`src/rtl/music_pkg.sv`:
```
// Shared note/duration widths and note-handshake FSM encodings for the song reader and note player.
package music_pkg;

    localparam int NOTE_BITS = 6;
    localparam int DUR_BITS  = 6;
    localparam int STEP_BITS = 20;

    localparam logic [NOTE_BITS-1:0] NOTE_REST = '0;

    typedef enum logic [1:0] {
        IDLE = 2'd0,
        PLAY = 2'd1,
        GAP  = 2'd2,
        DONE = 2'd3
    } state_t;

endpackage

```
`src/rtl/frequency_rom.sv`:
```
// Note index to phase-accumulator step: round(440*2^((n-49)/12)*2^20/48000), note 0 (rest) = 0.
module frequency_rom
    import music_pkg::*;
(
    input  logic [NOTE_BITS-1:0] note,
    output logic [STEP_BITS-1:0] step
);

    // NOTE: the default assignment ahead of the case keeps this purely combinational (no latch).
    always_comb begin
        step = '0;
        case (note)
            6'd1:  step = 20'd601;   6'd2:  step = 20'd636;   6'd3:  step = 20'd674;   6'd4:  step = 20'd714;
            6'd5:  step = 20'd757;   6'd6:  step = 20'd802;   6'd7:  step = 20'd850;   6'd8:  step = 20'd900;
            6'd9:  step = 20'd954;   6'd10: step = 20'd1010;  6'd11: step = 20'd1070;  6'd12: step = 20'd1134;
            6'd13: step = 20'd1201;  6'd14: step = 20'd1273;  6'd15: step = 20'd1349;  6'd16: step = 20'd1429;
            6'd17: step = 20'd1514;  6'd18: step = 20'd1604;  6'd19: step = 20'd1699;  6'd20: step = 20'd1800;
            6'd21: step = 20'd1907;  6'd22: step = 20'd2021;  6'd23: step = 20'd2141;  6'd24: step = 20'd2268;
            6'd25: step = 20'd2403;  6'd26: step = 20'd2546;  6'd27: step = 20'd2697;  6'd28: step = 20'd2858;
            6'd29: step = 20'd3028;  6'd30: step = 20'd3208;  6'd31: step = 20'd3398;  6'd32: step = 20'd3600;
            6'd33: step = 20'd3815;  6'd34: step = 20'd4041;  6'd35: step = 20'd4282;  6'd36: step = 20'd4536;
            6'd37: step = 20'd4806;  6'd38: step = 20'd5092;  6'd39: step = 20'd5395;  6'd40: step = 20'd5715;
            6'd41: step = 20'd6055;  6'd42: step = 20'd6415;  6'd43: step = 20'd6797;  6'd44: step = 20'd7201;
            6'd45: step = 20'd7629;  6'd46: step = 20'd8083;  6'd47: step = 20'd8563;  6'd48: step = 20'd9072;
            6'd49: step = 20'd9612;  6'd50: step = 20'd10184; 6'd51: step = 20'd10789; 6'd52: step = 20'd11431;
            6'd53: step = 20'd12110; 6'd54: step = 20'd12830; 6'd55: step = 20'd13593; 6'd56: step = 20'd14402;
            6'd57: step = 20'd15258; 6'd58: step = 20'd16165; 6'd59: step = 20'd17127; 6'd60: step = 20'd18145;
            6'd61: step = 20'd19224; 6'd62: step = 20'd20367; 6'd63: step = 20'd21578;
            default: step = '0;
        endcase
    end

endmodule

```
`src/rtl/note_player.sv`:
```
// Plays one latched {note, duration} as a square-wave PCM stream and pulses note_done when finished.
// Define NOTE_GAP_EN to append one silent articulation beat (GAP) after every non-empty note.
module note_player
    import music_pkg::*;
#(
    parameter int PHASE_BITS  = 20,
    parameter int SAMPLE_BITS = 16,
    parameter int AMPLITUDE   = 8192
)(
    input  logic                          clk,
    input  logic                          reset,
    input  logic                          play,
    input  logic                          new_note,
    input  logic [NOTE_BITS-1:0]          note,
    input  logic [DUR_BITS-1:0]           duration,
    input  logic                          beat,
    input  logic                          next_sample,
    output logic                          note_done,
    output logic signed [SAMPLE_BITS-1:0] sample,
    output logic                          sample_ready
);

    localparam logic signed [SAMPLE_BITS-1:0] AMP_POS = SAMPLE_BITS'(AMPLITUDE);
    localparam logic signed [SAMPLE_BITS-1:0] AMP_NEG = SAMPLE_BITS'(-AMPLITUDE);

    state_t                state;
    logic [NOTE_BITS-1:0]  note_q;
    logic [DUR_BITS-1:0]   beat_cnt;
    logic [PHASE_BITS-1:0] phase;
    logic [PHASE_BITS-1:0] step;
    logic [STEP_BITS-1:0]  rom_step;
    logic                  load;
    logic                  beat_en;
    logic                  advance;
    logic                  tone_en;

    frequency_rom u_frequency_rom (
        .note (note),
        .step (rom_step)
    );

    assign load      = (state == IDLE) && new_note;
    assign beat_en   = beat && play;
    assign advance   = (state == PLAY) && play;
    assign tone_en   = advance && (note_q != NOTE_REST);
    assign note_done = (state == DONE);

    // NOTE: state registers use non-blocking assignments and reset asynchronously on reset low.
    always_ff @(posedge clk or negedge reset) begin
        if (!reset) begin
            state    <= IDLE;
            note_q   <= NOTE_REST;
            step     <= '0;
            beat_cnt <= '0;
        end else begin
            unique case (state)
                IDLE: begin
                    if (new_note) begin
                        note_q   <= note;
                        step     <= PHASE_BITS'(rom_step);
                        beat_cnt <= duration;
                        state    <= (duration == '0) ? DONE : PLAY;
                    end
                end
                PLAY: begin
                    if (beat_en) begin
                        beat_cnt <= beat_cnt - 1'b1;
                        if (beat_cnt == DUR_BITS'(1)) begin
`ifdef NOTE_GAP_EN
                            state <= GAP;
`else
                            state <= DONE;
`endif
                        end
                    end
                end
`ifdef NOTE_GAP_EN
                GAP: begin
                    if (beat_en) state <= DONE;
                end
`endif
                DONE:    state <= IDLE;
                default: state <= IDLE;
            endcase
        end
    end

    // Phase restarts at zero for each note so every tone begins on its positive half-cycle.
    always_ff @(posedge clk or negedge reset) begin
        if (!reset) begin
            phase <= '0;
        end else if (load) begin
            phase <= '0;
        end else if (next_sample && advance) begin
            phase <= phase + step;
        end
    end

    // The sample taken on a strobe reflects the phase before that strobe's advance.
    always_ff @(posedge clk or negedge reset) begin
        if (!reset) begin
            sample       <= '0;
            sample_ready <= 1'b0;
        end else begin
            sample_ready <= next_sample;
            if (next_sample) begin
                sample <= tone_en ? (phase[PHASE_BITS-1] ? AMP_NEG : AMP_POS) : '0;
            end
        end
    end

endmodule

```
`config.mk`:
```
export PLATFORM = sky130hd
export DESIGN_NAME = note_player
export DESIGN_NICKNAME = d
export VERILOG_FILES = /design/src/rtl/music_pkg.sv /design/src/rtl/frequency_rom.sv /design/src/rtl/note_player.sv
export SDC_FILE = /design/constraint.sdc
export NUM_CORES = 1
export LEC_CHECK = 0
export BUFFER_PORTS_ARGS = -buffer_cell sky130_fd_sc_hd__buf_4
export CORE_UTILIZATION = 53
export DETAILED_ROUTE_END_ITERATION = 8
export GPL_TIMING_DRIVEN = 0
export MAX_ROUTING_LAYER = met4
export PLACE_DENSITY = 0.84
export SETUP_SLACK_MARGIN = 0.5
export SYNTH_ARGS = -nofsm -noshare
export SYNTH_HDL_FRONTEND = slang
export SYNTH_SLANG_ARGS = --single-unit
```
`constraint.sdc`:
```
create_clock -name clk -period 3.2 [get_ports clk]
set_clock_uncertainty 0.2 [all_clocks]
set_input_delay 0.64 -clock clk [delete_from_list [all_inputs] [get_ports clk]]
set_output_delay 0.64 -clock clk [all_outputs]
set_load 0.01 [all_outputs]
```
-- Word-level counts from Yosys, hierarchy flattened
Memories as Yosys holds them, arrays and structs flattened. A register that Yosys moved wholly into a read port is not among the register bits.
Cells that the tools add are included.
- bits in registers: 71
- memory bits (read-only): 960
- bits of input ports: 18
- output and inout bits: 18
- logic and storage cells: 42
- memories kept: 1
- memory list (memory ; words ; bits a word ; rd ports ; clocked after Yosys merged registers in ; write ports ; RTL line ; source):
    (no name shown) ; 64 ; 15 ; 1 ; 1 ; 0 ; frequency_rom.sv:12 ; case (note)
- add/subtract/negate cells: 2
- equal/unequal tests: 6
- muxes and demuxes: 12
- reductions and logical operators: 14
- operator list (cell ; count):
    two-way mux 20 bit ; 2
    two-way mux 16 bit ; 2
    adder 20 bit ; 1
    two-way mux 6 bit ; 2
    case mux 6 bit (2 select lines) ; 1
    two-way mux 2 bit ; 4
    == test 6 x 1 -> 1 bit (second input constant) ; 1
    logical NOT 6 bit ; 1
    AND reduction 3 bit ; 2
    nonzero test 6 bit ; 1
    subtractor 6 x 1 -> 6 bit (second input constant) ; 1
    logical AND 1 bit ; 5
    != test 2 bit (second input constant) ; 2
    case mux 2 bit (2 select lines) ; 1
    nonzero test 2 bit ; 2
    == test 2 x 1 -> 1 bit (second input constant) ; 1
    == test 2 bit (second input constant) ; 1
    logical NOT 2 bit ; 1
    != test 2 x 1 -> 1 bit (second input constant) ; 1
    AND reduction 2 bit ; 1
    logical NOT 1 bit ; 1

-- Logic depth before layout (Yosys ltp)
- depth after elaboration: 5
- depth in mapped cells: 10
- depth with buffers taken out: 9

-- Cells and area by module
From an unflattened synthesis, not the netlist that was laid out.
- cell total of the unflattened synthesis: 598
- area, all modules: 4749.6 sq um
- modules (own cells, without submodules) (module ; instances ; cells an instance ; area each (sq um) ; sequential area each (sq um)):
    note_player ; 1 ; 390 ; 3357.0 ; 1426.4
    frequency_rom ; 1 ; 208 ; 1392.6 ; 0.0

-- Least setup slack after synthesis
No wires, ideal clock.
- path type: input to register
- from: input port note[0]
- to: register step[1]
- setup time: 130 ps
- arrival: 2466 ps
- data required time: 2870 ps
- setup slack: 404 ps
- stages: 10
- path buffers: 2
- cell sequence: clkbuf_1 > inv_1 > ha_1 > clkbuf_1 > nand2_1 > o21ai_0 > a21oi_1 > o2bb2ai_1 > a311o_1 > a21boi_1
- RTL lines (item ; RTL line ; source):
    start: declaration ; note_player.sv:14 ; input logic [NOTE_BITS-1:0] note,
    end: declaration ; note_player.sv:30 ; logic [PHASE_BITS-1:0] step;

==> metrics <==
Mean Syn Cell Area=7.741 um^2; HPWL after DPL=9928 um; Clock Sinks=52; crit path kind=in -> reg; nets@finish=650; core box area=0.007807 mm^2; critical path peak fanout=10; Worst-Margin Slew=0.7417 ns; final global-route overflow total=0; Post-DP Area=0.004667 mm^2; Unique masters post-synth=70; Final setup viols=0; height of the die=92.52 um; adder-cell share of the synthesized area=7.952%; Hold WC Path Type=in -> async; first-pass detailed-route iteration total=8; Final TNS setup=0 ns; Port Buf Inserts=20; CP arrival=2.74 ns; post-route design area=0.004856 mm^2; Routed WL=13,470 um; final setup margin=0.4989 ns; die width=92.52 um; Initial Utilization=55.62%; Syn-to-layout area delta=11.81%; Crit. End Element=flip-flop; initial antenna violation count=0; first-pass GRT wire length=21,870 um; root buffer cell=clkbuf_8; largest net degree at the start of global routing=53; final antenna-violating net count=0; synthesized instance count=561; share of cells above drive strength 1=14.36%; Slew HR=50.33%; Synth Register Bits=52; sw frac=45.06%; pwr dens=680.8 mW/mm^2; initial DRC count=410; fin. max-slew vios=0; via count=4,551; final hold viol count=0; yosys warns=0; Synth Area in XOR/XNOR=2.017%; crit share post-route=84.41%; wire length per cell=19.02 um; status=completed; RD Place Congestion=1.038; Worst-path clk slew=0.11 ns; CTS tree=built; Antenna Diode Count=0; number of synthesized flops with an enable pin=0; Die Area=0.008560 mm^2; VDD IR-drop max=0.0002944 V; # hold bufs at CTS=0; max-cap violations=0; Clock power frac=12.4%; post-place setup slack=-0.4181 ns; FMAX=370.2 MHz; Async S/R FF share, synth=100.0%; total power=3.306 mW; via density per instance=6.428; RSZ-0062 raised after global routing=true; combinational group share of total power=53.9%; Max Buffers Root-to-Sink=2; largest family of logic cells by synthesized area=compound AO/OA/AOI/OAI gates; vias in the first global route=4,378; IO Count=36; Seq pwr share=33.7%; gr usage total=33.44%; number of H-tree levels=2; Period minus WS final=2.701 ns; clk_lat worst skew=0.31 ns; mux cell area share after synthesis=2.651%; prevailing post-synth register cell=dfrtp_1; Remaining DRCs=0; # rows=32; complex-gate fraction of the synthesized area=28.18%; Post-Synth Simple-Gate Area=21.38%; leak pwr=2.223 nW; part of the Yosys area used for sequential elements=29.96%; Psw=1.490 mW; CP Launch Type=input pin; internal power=1.816 mW; Num CTS Buffers=5; CP Data Required Time=3.23 ns; mapped cell area=0.004343 mm^2
-- final timing paths --
kind | endpoint | depth (start not counted) | slack (ns) | from
min in group clk | sample_ready | 1 | 0.26 | next_sample
setup reg to reg | phase[14] | 10 | 0.52 | phase[0]
hold / removal | phase[10] | 1 | 0.16 | reset
setup / recovery | step[7] | 8 | 0.50 | note[2]
max in group asynchronous | beat_cnt[1] | 1 | 2.21 | reset
hold reg to reg | phase[17] | 1 | 0.28 | phase[17]
-- through the flow --
stage	hold slack (ns)	utilization, %	instances
floorplan	0.1444	-	573
global placement	0.2526	59.78	695
detailed placement	0.2624	59.78	695
CTS	0.1679	61.47	705
global route	0.1903	62.20	708
finish	0.1556	62.20	708
-- layout make-up --
cell class | instances | area (um^2)
Tap cell | 102 | 127.6
Inverter | 16 | 63.81
Clock buffer | 5 | 68.82
Timing Repair Buffer | 25 | 187.7
Buffer | 52 | 292.8
Fill cell | 718 | 2952
Sequential cell | 52 | 1301
Multi-Input combinational cell | 453 | 2786
Clock inverter | 3 | 27.53
-- cells in the mapped netlist, types with 3 or more instances --
master / instances / share of area [%]
a211oi_1: 10 / 1.7
a21oi_1: 49 / 5.6
a221o_1: 3 / 0.69
a22o_1: 3 / 0.61
a311oi_1: 5 / 1.0
a31oi_1: 10 / 1.4
and2_1: 4 / 0.58
and3_1: 7 / 1.0
buf_2: 17 / 2.0
buf_4: 14 / 2.4
clkbuf_1: 18 / 1.6
dfrtp_1: 52 / 30
ha_1: 26 / 7.5
inv_1: 13 / 1.1
mux2i_1: 7 / 1.6
nand2_1: 89 / 7.7
nand2b_1: 12 / 1.7
nand3_1: 16 / 1.8
nor2_1: 33 / 2.9
nor3_1: 17 / 2.0
nor4_1: 5 / 0.72
o211ai_1: 7 / 1.2
o21a_1: 3 / 0.52
o21ai_0: 62 / 7.1
o21ai_1: 6 / 0.69
o31ai_1: 3 / 0.52
or3_1: 3 / 0.43
xnor2_1: 3 / 0.61
xor2_1: 7 / 1.4
-- critical path, cell delays in order --
cell and delay (ns):
buf_2 0.14, inv_2 0.14, clkbuf_1 0.50, ha_1 0.39, nand2_1 0.07, o21ai_0 0.14
mux4_2 0.56, o21ai_1 0.15
-- cell families after synthesis --
kind of cell	count (synthesis)
other	1
AO/OA/AOI/OAI	195
AND/OR/NAND/NOR	199
flip-flops	52
XOR/XNOR	10
buffers and inverters	68
adder cells (fa/ha/maj)	27
multiplexers	9
-- registers in the layout, indices dropped and copies added, names as in the netlist --
| name | cells |
|---|---|
| note_q | 6 |
| beat_cnt | 6 |
| sample_ready | 1 |
| sample | 2 |
| state | 2 |
| phase | 20 |
| step | 15 |
-- power groups by stage --
stage,clock [mW],sequential [mW],combinational [mW]
6_report,0.410,1.11,1.78
5_1_grt,0.443,1.14,2.00
4_1_cts,0.414,1.10,1.71
3_5_place_dp,0,1.12,1.70
3_3_place_gp,0,1.10,1.63
2_1_floorplan,0,1.06,1.34
-- layout by cell type (no fill, tap or decap), drive strengths merged, types with 3 or more instances in the layout --
master	n
xnor2	3
xor2	7
o31ai	3
nand3	16
clkbuf	22
a211oi	10
nor3	17
nand2b	12
nor4	5
o211ai	7
ha	26
conb	13
a21oi	51
nand2	89
a22o	3
nor2	33
o21ai	69
mux2i	7
a221o	3
nor4b	3
a31oi	10
and3	7
dfrtp	52
buf	59
a311oi	5
o21a	3
or3	3
and2	4
inv	15
-- timing repair --
item	4_1_cts	5_1_grt
gates cloned	0	0
setup endpoints to repair	13	7
gates resized for setup	8	8
buffers inserted	2	3
pin swaps	1	3
-- metal layers --
metal	wire, um	GRT usage [%]	vias to the layer above
met5	0	-	-
met1	5675	42.49	2118
met4	664	17.19	0
met2	6062	52.22	278
li1	-	-	2091
met3	1064	4.433	64
(Power assumes the default switching activity.)
